--- src/rtl/top_bus_pkg.sv ---
// Shared types and constants for the bottomhalf register-bus initiator.
package top_bus_pkg;

   // Bus-cycle phases of the initiator FSM.
   typedef enum logic [3:0] {
      IDLE,
      ALE_HI,
      ALE_LO,
      WR_SETUP,
      WR_HI,
      WR_LO,
      TURN,
      RD_LO,
      RD_HI
   } state_t;

   // Default phase lengths in clock cycles (legal range 1..15).
   localparam int unsigned T_ALE_DEF    = 2;
   localparam int unsigned T_HOLD_DEF   = 1;
   localparam int unsigned T_SETUP_DEF  = 1;
   localparam int unsigned T_STROBE_DEF = 3;

   // Well-known bottomhalf register addresses.
   localparam logic [7:0] ID_LO = 8'hFD;
   localparam logic [7:0] ID_HI = 8'hFE;
   localparam logic [7:0] REV   = 8'hFF;

   // A phase of length t is loaded as t-1 so it ends when the counter reads 0.
   function automatic logic [3:0] phase_load(input int unsigned t);
      return 4'(t - 1);
   endfunction

endpackage

--- src/rtl/top_bus_initiator_if.sv ---
// Command/response handshake plus the bottomhalf bus pins of the initiator.
interface top_bus_initiator_if;

   logic       cmd_valid;
   logic       cmd_ready;
   logic       cmd_write;
   logic [7:0] cmd_addr;
   logic [7:0] cmd_wdata;
   logic       cache_flush;
   logic       rsp_valid;
   logic [7:0] rsp_data;
   logic       bus_ale;
   logic       bus_write;
   logic       bus_read;
   logic [7:0] bus_data_out;
   logic       bus_data_oe;
   logic [7:0] bus_data_in;

   // Initiator view: takes commands, drives the bus strobes and data.
   modport master (
      input  cmd_valid, cmd_write, cmd_addr, cmd_wdata, cache_flush, bus_data_in,
      output cmd_ready, rsp_valid, rsp_data,
             bus_ale, bus_write, bus_read, bus_data_out, bus_data_oe
   );

   // Command source / bus slave view.
   modport slave (
      output cmd_valid, cmd_write, cmd_addr, cmd_wdata, cache_flush, bus_data_in,
      input  cmd_ready, rsp_valid, rsp_data,
             bus_ale, bus_write, bus_read, bus_data_out, bus_data_oe
   );

endinterface

--- src/rtl/top_bus_phase_timer.sv ---
// Down-counter timing one bus phase: load T-1 on entry, done when it reads 0.
module top_bus_phase_timer (
   input  logic       clk,
   input  logic       rst,
   input  logic       load,
   input  logic [3:0] load_val,
   input  logic       dec,
   output logic       done
);

   logic [3:0] count;

   // Load on phase entry, otherwise count down towards zero and stop there.
   always_ff @(posedge clk) begin
      // NOTE: registers are updated with <= so every flop samples pre-edge values.
      if (rst) begin
         count <= '0;
      end else if (load) begin
         count <= load_val;
      end else if (dec && (count != '0)) begin
         count <= count - 4'd1;
      end
   end

   assign done = (count == '0);

endmodule

--- src/rtl/top_bus_initiator.sv ---
// Bottomhalf register-bus master: turns single read/write commands into
// ALE / write-strobe / read-strobe bus cycles, skipping ALE on a repeated address.
module top_bus_initiator
   import top_bus_pkg::*;
#(
   parameter int unsigned T_ALE    = T_ALE_DEF,
   parameter int unsigned T_HOLD   = T_HOLD_DEF,
   parameter int unsigned T_SETUP  = T_SETUP_DEF,
   parameter int unsigned T_STROBE = T_STROBE_DEF
) (
   input logic                 osc,
   input logic                 rst,
   top_bus_initiator_if.master bus
);

   state_t     state;
   state_t     next_state;
   logic [7:0] addr_q;
   logic [7:0] wdata_q;
   logic       write_q;
   logic [7:0] addr_cached;
   logic       addr_valid;
   logic       flush_pending;

   logic       accept;
   logic       addr_hit;
   logic       timer_done;
   logic       timer_load;
   logic [3:0] timer_val;
   logic [7:0] cur_addr;
   logic [7:0] cur_wdata;

   // Commands are only taken in IDLE, which is exactly when cmd_ready is high.
   assign accept = (state == IDLE) && bus.cmd_valid;

   // A flush arriving with the command wins, so the address phase is re-issued.
   assign addr_hit = addr_valid && !bus.cache_flush && (bus.cmd_addr == addr_cached);

   // On the accept edge the command fields are not latched yet, so use them directly.
   assign cur_addr  = accept ? bus.cmd_addr  : addr_q;
   assign cur_wdata = accept ? bus.cmd_wdata : wdata_q;

   // Next-phase decision; each phase ends when the phase timer reads zero.
   always_comb begin
      // NOTE: next_state gets a default first so no path leaves it unassigned (no latch).
      next_state = state;
      unique case (state)
         IDLE:     if (accept)
                      next_state = addr_hit ? (bus.cmd_write ? WR_SETUP : TURN) : ALE_HI;
         ALE_HI:   if (timer_done) next_state = ALE_LO;
         ALE_LO:   if (timer_done) next_state = write_q ? WR_SETUP : TURN;
         WR_SETUP: if (timer_done) next_state = WR_HI;
         WR_HI:    if (timer_done) next_state = WR_LO;
         WR_LO:    if (timer_done) next_state = IDLE;
         TURN:     if (timer_done) next_state = RD_LO;
         RD_LO:    if (timer_done) next_state = RD_HI;
         RD_HI:    if (timer_done) next_state = IDLE;
         default:  next_state = IDLE;
      endcase
   end

   // Reload the phase timer with the length of whichever phase is being entered.
   always_comb begin
      timer_load = (next_state != state) && (next_state != IDLE);
      timer_val  = '0;
      case (next_state)
         ALE_HI:                     timer_val = phase_load(T_ALE);
         ALE_LO, WR_LO, TURN, RD_HI: timer_val = phase_load(T_HOLD);
         WR_SETUP:                   timer_val = phase_load(T_SETUP);
         WR_HI, RD_LO:               timer_val = phase_load(T_STROBE);
         default:                    timer_val = '0;
      endcase
   end

   top_bus_phase_timer u_timer (
      .clk      (osc),
      .rst      (rst),
      .load     (timer_load),
      .load_val (timer_val),
      .dec      (state != IDLE),
      .done     (timer_done)
   );

   // FSM state, command latch, address cache and registered bus outputs.
   always_ff @(posedge osc) begin
      if (rst) begin
         state            <= IDLE;
         addr_q           <= '0;
         wdata_q          <= '0;
         write_q          <= 1'b0;
         addr_cached      <= '0;
         addr_valid       <= 1'b0;
         flush_pending    <= 1'b0;
         bus.cmd_ready    <= 1'b1;
         bus.rsp_valid    <= 1'b0;
         bus.rsp_data     <= '0;
         bus.bus_ale      <= 1'b0;
         bus.bus_write    <= 1'b0;
         bus.bus_read     <= 1'b1;
         bus.bus_data_out <= '0;
         bus.bus_data_oe  <= 1'b0;
      end else begin
         state <= next_state;

         if (accept) begin
            addr_q  <= bus.cmd_addr;
            wdata_q <= bus.cmd_wdata;
            write_q <= bus.cmd_write;
         end

         // Address cache: a flush in IDLE takes effect now; one seen mid-command
         // is remembered and applied at command end, after any ALE_LO update.
         if (state == IDLE) begin
            if (bus.cache_flush) addr_valid <= 1'b0;
            flush_pending <= 1'b0;
         end else begin
            if (bus.cache_flush) flush_pending <= 1'b1;
            if ((state == ALE_LO) && timer_done) begin
               addr_cached <= addr_q;
               addr_valid  <= 1'b1;
            end
            if ((next_state == IDLE) && (flush_pending || bus.cache_flush)) begin
               addr_valid    <= 1'b0;
               flush_pending <= 1'b0;
            end
         end

         // Outputs are decoded from the phase being entered, so they line up with it.
         bus.cmd_ready <= (next_state == IDLE);
         bus.bus_ale   <= (next_state == ALE_HI);
         bus.bus_write <= (next_state == WR_HI);
         bus.bus_read  <= (next_state != RD_LO);

         case (next_state)
            ALE_HI, ALE_LO: begin
               bus.bus_data_oe  <= 1'b1;
               bus.bus_data_out <= cur_addr;
            end
            WR_SETUP, WR_HI, WR_LO: begin
               bus.bus_data_oe  <= 1'b1;
               bus.bus_data_out <= cur_wdata;
            end
            default: bus.bus_data_oe <= 1'b0;
         endcase

         // Read data is sampled on the last RD_LO cycle and presented for one cycle.
         bus.rsp_valid <= 1'b0;
         if ((state == RD_LO) && (next_state == RD_HI)) begin
            bus.rsp_valid <= 1'b1;
            bus.rsp_data  <= bus.bus_data_in;
         end
      end
   end

endmodule
--- src/flat_wrapper.sv ---
// flat-port wrapper written by rule: the top's interface ports become plain ports
module top_bus_initiator_flat import top_bus_pkg::*;
#(
   parameter int unsigned T_ALE    = T_ALE_DEF,
   parameter int unsigned T_HOLD   = T_HOLD_DEF,
   parameter int unsigned T_SETUP  = T_SETUP_DEF,
   parameter int unsigned T_STROBE = T_STROBE_DEF
)
  (osc, rst, bus_cmd_valid, bus_cmd_write, bus_cmd_addr, bus_cmd_wdata, bus_cache_flush, bus_bus_data_in, bus_cmd_ready, bus_rsp_valid, bus_rsp_data, bus_bus_ale, bus_bus_write, bus_bus_read, bus_bus_data_out, bus_bus_data_oe);
  top_bus_initiator_if bus_i ();
  input logic osc;
  input logic rst;
  input wire logic [$bits(bus_i.cmd_valid)-1:0] bus_cmd_valid;
  input wire logic [$bits(bus_i.cmd_write)-1:0] bus_cmd_write;
  input wire logic [$bits(bus_i.cmd_addr)-1:0] bus_cmd_addr;
  input wire logic [$bits(bus_i.cmd_wdata)-1:0] bus_cmd_wdata;
  input wire logic [$bits(bus_i.cache_flush)-1:0] bus_cache_flush;
  input wire logic [$bits(bus_i.bus_data_in)-1:0] bus_bus_data_in;
  output wire logic [$bits(bus_i.cmd_ready)-1:0] bus_cmd_ready;
  output wire logic [$bits(bus_i.rsp_valid)-1:0] bus_rsp_valid;
  output wire logic [$bits(bus_i.rsp_data)-1:0] bus_rsp_data;
  output wire logic [$bits(bus_i.bus_ale)-1:0] bus_bus_ale;
  output wire logic [$bits(bus_i.bus_write)-1:0] bus_bus_write;
  output wire logic [$bits(bus_i.bus_read)-1:0] bus_bus_read;
  output wire logic [$bits(bus_i.bus_data_out)-1:0] bus_bus_data_out;
  output wire logic [$bits(bus_i.bus_data_oe)-1:0] bus_bus_data_oe;
  assign bus_i.cmd_valid = bus_cmd_valid;
  assign bus_i.cmd_write = bus_cmd_write;
  assign bus_i.cmd_addr = bus_cmd_addr;
  assign bus_i.cmd_wdata = bus_cmd_wdata;
  assign bus_i.cache_flush = bus_cache_flush;
  assign bus_i.bus_data_in = bus_bus_data_in;
  assign bus_cmd_ready = bus_i.cmd_ready;
  assign bus_rsp_valid = bus_i.rsp_valid;
  assign bus_rsp_data = bus_i.rsp_data;
  assign bus_bus_ale = bus_i.bus_ale;
  assign bus_bus_write = bus_i.bus_write;
  assign bus_bus_read = bus_i.bus_read;
  assign bus_bus_data_out = bus_i.bus_data_out;
  assign bus_bus_data_oe = bus_i.bus_data_oe;
  top_bus_initiator #(.T_ALE(T_ALE), .T_HOLD(T_HOLD), .T_SETUP(T_SETUP), .T_STROBE(T_STROBE)) u_core (.osc(osc), .rst(rst), .bus(bus_i));
endmodule
--- config.mk ---
export PLATFORM = sky130hd
export DESIGN_NAME = top_bus_initiator_flat
export DESIGN_NICKNAME = d
export VERILOG_FILES = /design/src/rtl/top_bus_pkg.sv /design/src/rtl/top_bus_initiator_if.sv /design/src/rtl/top_bus_phase_timer.sv /design/src/rtl/top_bus_initiator.sv /design/src/flat_wrapper.sv
export SDC_FILE = /design/constraint.sdc
export NUM_CORES = 1
export LEC_CHECK = 0
export ABC_AREA = 1
export BUFFER_PORTS_ARGS = -buffer_cell sky130_fd_sc_hd__clkbuf_2
export CAP_MARGIN = 20
export CORE_AREA = 2 2 79 81
export DETAILED_ROUTE_END_ITERATION = 8
export DIE_AREA = 0 0 81 83
export PLACE_DENSITY = 0.71
export SKIP_LAST_GASP = 1
export SLEW_MARGIN = 5
export SYNTH_ARGS = -nofsm -noshare
export SYNTH_HDL_FRONTEND = slang
export SYNTH_SLANG_ARGS = --single-unit
--- constraint.sdc ---
create_clock -name osc -period 3 [get_ports osc]
set_input_delay 0 -clock osc [delete_from_list [all_inputs] [get_ports osc]]
set_output_delay 0 -clock osc [all_outputs]
set_load 0.01 [all_outputs]
==> flow_metrics.tcl, run 1 <==
set metrics [dict create \
    outcome "finished, final reports clean" \
    cap_violations 0 \
    slew-limit-headroom_pct 46.97 \
    finalPower_mw 3.803 \
    period_share_pct 90.57 \
    crit_slowest_cell "dfxtp_1" \
    postSynthAreaPerCell_sq_um 6.941 \
    tightest_slew_ns 0.7946 \
    port_buffers 50 \
    synthesis.area_sq_um 2866 \
    vias 2748 \
    switching_power_mw 1.664 \
    start_util_pct 49.29 \
    drv_slew 0 \
    internal-power_mw 2.139 \
    hold_viol_final 0 \
    core-area_sq_um 5816 \
    ys_warn_count 0 \
    drive_gt1_share_pct 21.14 \
    first_pass_iters 4 \
    synth_nets 447 \
    viasPerCell 4.847 \
    fp.dieW_um 81 \
    clock_sinks 57 \
    grt_first_pass_wirelength_um 11760 \
    die_h_um 83 \
    grt_antenna_before_repair 0 \
    gp_congestion 0.8518 \
    cts.clk_slew.worst_paths_ns 0.06 \
    cts_tree "built" \
    ctsLongestPathBuffers 2 \
    p_per_area_nw_per_um2 1055 \
    post-route-min-period_ns 2.717 \
    overflow 0 \
    synth_seq_cells 57 \
    required_ns 3.22 \
    crit_family "simple AND/OR/NAND/NOR gates" \
    yosys.cell_types.count 38 \
    diodes 0 \
    critPathMaxStageDelay_ns 0.37 \
    p_leak_nw 1.811 \
    routed_wl_um 6744 \
    clock-skew-final_ns 0.007912 \
    worstSetupPathType "reg -> reg" \
    cts_made_buffers 9 \
    worstPathCellList "nor2_4, nand2_2, nor2_8, inv_6, nor2_4, nand3_4, nand2_1, nand3_1, ha_2, or2_2, nand2_2, clkinv_1, nor2_2, nand2_1, o21ai_0, nor2_1" \
    yosysSeqAreaShare_pct 39.81 \
    dieArea_sq_um 6723 \
    dr.first_iter.drc_count 110 \
    grt_pass1_vias 2665 \
    start_kind "flip-flop" \
    timing.fmax_mhz 368.1 \
    insertion_delay_ns 0.33 \
    grt_max_degree 32 \
    holdWs_ns 0.01082 \
    swShare_pct 43.75 \
    cts_max_level 3 \
    finalSetupViolations 0 \
    grt.total_usage_pct 22.39 \
    drc 0 \
    hold_class "in -> reg" \
    seq_power_share_pct 27.8 \
    cts-root-buf "clkbuf_8" \
    power_frac_clock_pct 19.4 \
    hpwl_um 4679 \
    arrival_ns 2.94 \
    layout.nets 523 \
    syn2layout_area_growth_pct 25.75 \
    cp-end-kind "flip-flop" \
    fin_cells 567 \
    syn_inst 413 \
    peakVddDrop_mv 0.5135 \
    ios 51 \
    rows 28 \
    comb_power_share_pct 52.8 \
    cp_max_fo 10 \
    place_inst 534 \
    critPathBufInv 2 \
    ant_nets 0 \
    wire_per_inst_um 11.89 \
]
==> final timing paths <==
kind | start | to | slack (ns) | cells past startpoint
worst max register to register | u_core.state[3] | u_core.bus.bus_data_out[6] | 0.28 | 16
worst min register to register | u_core.addr_q[7] | u_core.addr_cached[7] | 0.44 | 2
worst max-delay path | u_core.state[3] | u_core.bus.bus_data_out[6] | 0.28 | 16
worst min-delay path | bus_cache_flush | u_core.addr_valid | 0.01 | 3
==> power groups by stage <==
| stage | registers, mW | clock network (mW) | logic [mW] |
|---|---|---|---|
| 2_1_floorplan | 1.07 | 0 | 1.52 |
| 3_3_place_gp | 1.07 | 0 | 1.92 |
| 3_5_place_dp | 1.07 | 0 | 1.95 |
| 4_1_cts | 1.06 | 0.749 | 1.98 |
| 5_1_grt | 1.08 | 0.789 | 2.31 |
| 6_report | 1.06 | 0.738 | 2.01 |
==> layout make-up <==
type / instances / area, sq um
Clock inverter: 2 / 37.54
Clock buffer: 12 / 165.2
Fill cell: 554 / 2211
Sequential cell: 57 / 1141
Inverter: 54 / 207.7
Timing Repair Buffer: 77 / 501.7
Multi-Input combinational cell: 290 / 1458
Tap cell: 75 / 93.84
==> state kept, by name, indices dropped and copies added, names as in the netlist <==
register and cells:
u_core.bus.rsp_valid 1, u_core.addr_q 8, u_core.state 4, u_core.bus.rsp_data 8, u_core.bus.bus_data_out 8, u_core.wdata_q 8
u_core.bus.bus_ale 1, u_core.addr_valid 1, u_core.bus.cmd_ready 1, u_core.addr_cached 8, u_core.bus.bus_data_oe 1, u_core.bus.bus_write 1
u_core.u_timer.count 4, u_core.bus.bus_read 1, u_core.write_q 1, u_core.flush_pending 1
==> metrics by stage <==
step	setup slack (ns)	cell area (sq um)	TNS (ns)	util, %
after floorplan	0.4506	2867	0	-
after global placement	0.3352	3206	0	55.12
after detailed placement	0.2560	3206	0	55.12
after CTS	0.2228	3588	0	61.70
after global routing	-0.004620	3605	-0.007355	61.98
final	0.2830	3605	0	61.98
==> per-layer routing <==
metal  share of wire (%)  global-route usage (%)  vias up
met3                 4.3                   4.457       11
li1                    -                       -     1458
met1                  47                   29.23     1217
met4                 1.6                   8.783        0
met5                   0                       0        -
met2                  47                   35.91       62
==> Yosys cell counts (all sizes together) <==
master  number  area (sq um)
nand2      100         382.9
nor2        68         296.5
dfxtp       57          1141
inv         52         200.2
nand3       37         232.7
o21ai       32         167.7
a21oi       19         95.09
or2          9         56.30
buf          6         42.54
clkbuf       6         22.52
ha           5         62.56
nand4        4         31.28
mux2i        3         30.03
clkinv       2         7.510
nor3         2         10.01
xor2         2         17.52
a211oi       1         7.510
a21boi       1         7.510
a221oi       1         8.760
a41oi        1         8.760
nor4         1         6.260
o211ai       1         7.510
o21a         1         7.510
o21bai       1         7.510
o31a         1         8.760
==> layout by cell type (no fill, tap or decap), types with 2 or more instances in the layout <==
master,n
nand3_2,2
nand2_2,3
nand4_1,3
inv_1,50
nand3_1,32
or2_2,9
nor3_1,2
o21ai_2,2
nor2_1,60
nor2_2,5
nand3_4,3
ha_1,4
dlygate4sd3_1,18
clkbuf_8,12
nor2_4,2
mux2i_1,3
xor2_1,2
nand2_1,97
a21oi_1,19
clkbuf_2,50
o21ai_0,29
clkinv_1,2
dfxtp_1,57
buf_4,8
==> cell families after synthesis <==
| kind of cell | synth area share, % |
|---|---|
| AND/OR/NAND/NOR | 35.44 |
| buffers and inverters | 9.515 |
| AO/OA/AOI/OAI | 11.39 |
| flip-flops | 39.81 |
| adder cells (fa/ha/maj) | 2.182 |
| multiplexers | 1.048 |
| XOR/XNOR | 0.6112 |
==> worst reg2reg max path, cell delays in order, from the launching register on <==
cell and delay, ns:
dfxtp_1 0.37, nor2_4 0.17, nand2_2 0.13, nor2_8 0.18
inv_6 0.07, nor2_4 0.11, nand3_4 0.11, nand2_1 0.10
nand3_1 0.15, ha_2 0.24, or2_2 0.28, nand2_2 0.09
clkinv_1 0.07, nor2_2 0.15, nand2_1 0.15, o21ai_0 0.19
nor2_1 0.05
==> what timing repair did <==
| item | CTS | global route |
|---|---|---|
| endpoints found under the setup margin | 0 | 8 |
| endpoints found under the hold margin | 18 | 0 |
| setup buffers | 0 | 1 |
| resized for setup | 0 | 4 |
| hold buffers | 18 | 0 |
Note: power is estimated with default switching activity, not from simulation.
==> run 2: changes to the inputs <==
--- a/config.mk
+++ b/config.mk
@@ -11,7 +11,7 @@
 export CORE_AREA = 2 2 79 81
 export DETAILED_ROUTE_END_ITERATION = 8
 export DIE_AREA = 0 0 81 83
-export PLACE_DENSITY = 0.71
+export PLACE_DENSITY = 0.77
 export SKIP_LAST_GASP = 1
 export SLEW_MARGIN = 5
 export SYNTH_ARGS = -nofsm -noshare
==> flow_metrics.tcl, run 2 (synthesis gave the netlist of run 1 again) <==
set metrics [dict create \
    outcome "finished, final reports clean" \
    cp-endpoint "u_core.bus.bus_data_out[1]" \
    crit_slowest_cell "dfxtp_1" \
    grt.total_usage_pct 22.14 \
    place_inst 532 \
    p_leak_nw 1.826 \
    arrival_ns 3.01 \
    fp.dieW_um 81 \
    reg2reg_depth 18 \
    fillCellCount 547 \
    p_per_area_nw_per_um2 1083 \
    grt_first_pass_wirelength_um 11790 \
    grt_pass1_vias 2642 \
    insertion_delay_ns 0.34 \
    cts-root-buf "clkbuf_8" \
    syn2layout_area_growth_pct 27.11 \
    hp-start "bus_cmd_write" \
    cts_made_buffers 9 \
    first_pass_iters 4 \
    cp-end-kind "flip-flop" \
    finalSetupTns_ns 0 \
    final_cell_mix "96 x nand2_1, 60 x nor2_1, 56 x dfxtp_1, 50 x inv_1, 50 x clkbuf_2" \
    gp_congestion 0.9338 \
    diodes 0 \
    post-route-min-period_ns 2.731 \
    hpwl_um 4718 \
    overflow 0 \
    start_kind "flip-flop" \
    drive_gt1_share_pct 21.34 \
    fin_ws_ns 0.2691 \
    die_h_um 83 \
    reg2reg_to "u_core.bus.bus_data_out[1]" \
    post_cts_buffers 0 \
    grt_antenna_before_repair 0 \
    vias 2812 \
    worstSetupPathType "reg -> reg" \
    required_ns 3.28 \
    dp_slack_ns 0.1751 \
    clock-skew-final_ns 0.009176 \
    hold_viol_final 0 \
    tightest_slew_ns 0.7698 \
    worstSetupPathDepth 18 \
    path_common_cell "nor2_4" \
    dr.first_iter.drc_count 197 \
    finalSetupViolations 0 \
    ctsLongestPathBuffers 2 \
    rows 28 \
    grt_max_degree 32 \
    wire_per_inst_um 12.25 \
    cap_violations 0 \
    ios 51 \
    rrSetupSlack_ns 0.27 \
    peakVddDrop_mv 0.5954 \
    fin_cells 567 \
    rsz0062_at_grt "no" \
    ant_nets 0 \
    dieArea_sq_um 6723 \
    drv_slew 0 \
    drc 0 \
    layout_commonest_cell "nand2_1" \
    worstPathCellList "nor2_4, nand2_2, nor2_8, inv_6, nor2_4, nand3_4, nand2_1, nand3_2, ha_2, or2_2, nand2_2, clkinv_1, nor2_4, buf_4, nand3_1, nand3_1, nand2_1, inv_1" \
    critPathMaxStageDelay_ns 0.37 \
    start_util_pct 49.29 \
    critPathBufInv 4 \
    routed_wl_um 6945 \
    clock_sinks 57 \
    cts.clk_slew.worst_paths_ns 0.07 \
    cp_max_fo 10 \
    viasPerCell 4.959 \
    port_buffers 50 \
    layout.nets 521 \
    period_share_pct 91.03 \
    startpoint "u_core.state[3]" \
    core-area_sq_um 5816 \
    hold_class "in -> reg" \
    timing.fmax_mhz 366.2 \
    cts_tree "built" \
    crit_family "simple AND/OR/NAND/NOR gates" \
    reg2reg_from "u_core.state[3]" \
    slew-limit-headroom_pct 48.63 \
    cts_max_level 3 \
]
-- run 2: report_power, final --
part,leakage (nW),switching [mW],internal (mW)
clock network,0.120,0.325,0.573
registers,0.467,0.0982,0.960
logic,1.24,1.29,0.701
-- run 2: layout make-up --
| type | count | area (sq um) | share of cell area, % |
|---|---|---|---|
| clock inverters | 5 | 102.6 | 2.816 |
| inverters | 54 | 207.7 | 5.701 |
| clock buffers | 11 | 141.4 | 3.881 |
| repair buffers | 75 | 485.5 | 13.32 |
| multi-input cells | 290 | 1470 | 40.35 |
| flip-flops and latches | 57 | 1142 | 31.35 |
| well taps | 75 | 93.84 | 2.576 |
-- run 2: worst min path at each step --
stage	cells after the start	to	slack, ns
global placement	3	u_core.bus.rsp_data[7]	0.26
global route	3	u_core.write_q	0.07
CTS	3	u_core.write_q	0.04
detailed placement	3	u_core.bus.rsp_data[5]	0.26
finish	3	u_core.write_q	0.05
floorplan	2	u_core.addr_valid	0.16
-- run 2: stage by stage --
| stage | total power [mW] | cell area (sq um) | hold WS, ns | util [%] |
|---|---|---|---|---|
| after floorplan | 2.589 | 2867 | 0.1645 | - |
| after global placement | 2.939 | 3191 | 0.2581 | 54.86 |
| after detailed placement | 2.986 | 3191 | 0.2646 | 54.86 |
| after CTS | 3.903 | 3625 | 0.03666 | 62.33 |
| after global routing | 4.296 | 3643 | 0.06774 | 62.65 |
| final | 3.945 | 3643 | 0.04721 | 62.65 |
-- run 2: layer usage --
| layer | track usage, % | share of wire (%) | vias up | wire length [um] |
|---|---|---|---|---|
| met4 | 10.02 | 1.6 | 0 | 113 |
| met2 | 34.03 | 44 | 86 | 3072 |
| met3 | 4.565 | 7.1 | 9 | 491 |
| li1 | - | - | 1454 | - |
| met1 | 29.60 | 47 | 1263 | 3268 |
| met5 | 0 | 0 | - | 0 |
-- run 2: worst reg2reg max path, cell delays in order (launching register included) --
cell      delay (ns)
dfxtp_1         0.37
nor2_4          0.18
nand2_2         0.14
nor2_8          0.16
inv_6           0.07
nor2_4          0.11
nand3_4         0.10
nand2_1         0.11
nand3_2         0.11
ha_2            0.22
or2_2           0.28
nand2_2         0.08
clkinv_1        0.09
nor2_4          0.17
buf_4           0.17
nand3_1         0.07
nand3_1         0.10
nand2_1         0.05
inv_1           0.08
-- run 2: what timing repair did --
action	in CTS	in global routing
hold buffers	19	0
resized for setup	0	9
hold endpoints to repair	19	0
setup endpoints to repair	0	7
==> run 3: changes to the inputs <==
--- a/config.mk
+++ b/config.mk
@@ -8,10 +8,10 @@
 export ABC_AREA = 1
 export BUFFER_PORTS_ARGS = -buffer_cell sky130_fd_sc_hd__clkbuf_2
 export CAP_MARGIN = 20
-export CORE_AREA = 2 2 79 81
+export CORE_AREA = 2 2 101 103
 export DETAILED_ROUTE_END_ITERATION = 8
-export DIE_AREA = 0 0 81 83
-export PLACE_DENSITY = 0.77
+export DIE_AREA = 0 0 103 105
+export PLACE_DENSITY = 0.48
 export SKIP_LAST_GASP = 1
 export SLEW_MARGIN = 5
 export SYNTH_ARGS = -nofsm -noshare
==> flow_metrics.tcl, run 3 (synthesis gave the netlist of run 1 again) <==
set metrics [dict create \
    finalSetupViolations 0 \
    grt_first_pass_wirelength_um 12550 \
    critPathMaxStageDelay_ns 0.38 \
    crit_slowest_cell "dfxtp_1" \
    finalSetupTns_ns 0 \
    power_frac_clock_pct 18.8 \
    cts-root-buf "clkbuf_8" \
    first_pass_iters 4 \
    required_ns 3.23 \
    die_h_um 105 \
    final_cell_mix "97 x nand2_1, 60 x nor2_1, 57 x dfxtp_1, 50 x clkbuf_2, 49 x inv_1" \
    syn2layout_area_growth_pct 29.99 \
    clock_sinks 57 \
    slew-limit-headroom_pct 46.56 \
    vias 2719 \
    fin_cells 632 \
    dieArea_sq_um 10820 \
    cp-end-kind "flip-flop" \
    wire_per_inst_um 11.64 \
    grt_max_degree 32 \
    fillCellCount 1068 \
    ios 51 \
    insertion_delay_ns 0.34 \
    p_per_area_nw_per_um2 1038 \
    peakVddDrop_mv 0.3467 \
    drc 0 \
    ctsLongestPathBuffers 2 \
    grt.total_usage_pct 14.92 \
    cts_max_level 3 \
    start_kind "flip-flop" \
    rsz0062_at_grt "no" \
    grt_pass1_vias 2524 \
    hold_viol_final 0 \
    core-area_sq_um 9639 \
    post-route-min-period_ns 2.686 \
    reg2reg_from "u_core.state[3]" \
    timing.fmax_mhz 372.3 \
    cts.clk_slew.worst_paths_ns 0.07 \
    worstSetupPathType "reg -> reg" \
    outcome "finished, final reports clean" \
    cp_max_fo 10 \
    cap_violations 0 \
    swShare_pct 44.09 \
    worstPathCellList "nor2_4, nand2_2, nor2_8, inv_6, nor2_4, nand3_4, nand2_1, nand3_1, ha_2, or2_2, nand2_2, clkinv_1, nor2_4, nand2_1, o21ai_0, nor2_1" \
    switching_power_mw 1.705 \
    port_buffers 50 \
    finalPower_mw 3.866 \
    grt_antenna_before_repair 0 \
    cts_made_buffers 9 \
    cts_tree "built" \
    routed_wl_um 7357 \
    path_common_cell "nor2_4" \
    period_share_pct 89.54 \
    seq_power_share_pct 26.8 \
    dr.first_iter.drc_count 109 \
    drive_gt1_share_pct 22.44 \
    comb_power_share_pct 54.3 \
    rows 36 \
    hold_class "in -> reg" \
    ant_nets 0 \
    hpwl_um 5179 \
    drv_slew 0 \
    viasPerCell 4.302 \
    p_leak_nw 1.839 \
    clock-skew-final_ns 0.009837 \
    fp.dieW_um 103 \
    layout.nets 529 \
    internal-power_mw 2.162 \
    startpoint "u_core.state[3]" \
    hp-start "bus_cmd_write" \
    gp_congestion 0.8886 \
    start_util_pct 29.74 \
    place_inst 592 \
    tightest_slew_ns 0.8008 \
    overflow 0 \
    layout_commonest_cell "nand2_1" \
    diodes 0 \
    arrival_ns 2.91 \
]
[run 3: cell types whose count changed in the layout (fill, tap and decap cells not counted), sizes merged]
| cell | before | now |
|---|---|---|
| clkinvlp | 1 | 0 |
| bufinv | 3 | 1 |
| buf | 6 | 14 |
| clkbuf | 61 | 62 |
| clkinv | 3 | 4 |
[run 3: final timing paths]
check	endpoint	cells past startpoint	slack, ns
worst min register to register	u_core.addr_cached[7]	2	0.45
worst max-delay path	u_core.bus.bus_data_out[6]	16	0.31
worst max register to register	u_core.bus.bus_data_out[6]	16	0.31
worst min-delay path	u_core.write_q	3	0.05
[run 3: area by class of cell]
| type | count | area, sq um | area share (%) |
|---|---|---|---|
| timing repair buffer | 83 | 545.5 | 14.64 |
| clock buffer | 12 | 155.1 | 4.164 |
| inverter | 54 | 207.7 | 5.574 |
| tap | 133 | 166.4 | 4.466 |
| multi-input combinational | 290 | 1470 | 39.46 |
| sequential | 57 | 1141 | 30.62 |
| clock inverter | 3 | 40.04 | 1.075 |
[run 3: power groups by stage]
stage | clock, mW | combinational (mW) | sequential, mW
detailed placement | 0 | 2.02 | 1.05
CTS | 0.751 | 2.04 | 1.04
global placement | 0 | 2.00 | 1.05
floorplan | 0 | 1.52 | 1.07
finish | 0.728 | 2.10 | 1.04
global route | 0.789 | 2.42 | 1.06
[run 3: timing repair]
item	CTS	global route
endpoints found under the setup margin	0	9
endpoints found under the hold margin	20	0
buffers inserted	0	6
hold buffers	19	0
resized for setup	0	6
[run 3: critical path: cells and delay by family (launching register included)]
kind | cells | cell delay, ns
buf+inv | 2 | 0.16
simple gates | 12 | 1.61
compound gates | 1 | 0.18
fa+ha+maj | 1 | 0.24
flops | 1 | 0.38
[run 3: per-layer routing]
metal | up-vias | global-route usage (%) | part of all wire [%]
met5 | - | 0 | 0
li1 | 1465 | - | -
met1 | 1186 | 20.96 | 51
met4 | 0 | 6.203 | 1.3
met2 | 60 | 21.71 | 44
met3 | 8 | 3.411 | 4.4
[run 3: metrics by stage]
step / hold WS [ns] / util, % / area (sq um) / worst slack [ns]
after floorplan: 0.1645 / - / 2867 / 0.4506
after global placement: 0.2597 / 34.01 / 3278 / 0.1361
after detailed placement: 0.2637 / 34.01 / 3278 / 0.05815
after CTS: 0.03951 / 38.01 / 3664 / 0.03962
after global routing: 0.04824 / 38.66 / 3726 / 0.007509
final: 0.04950 / 38.66 / 3726 / 0.3137
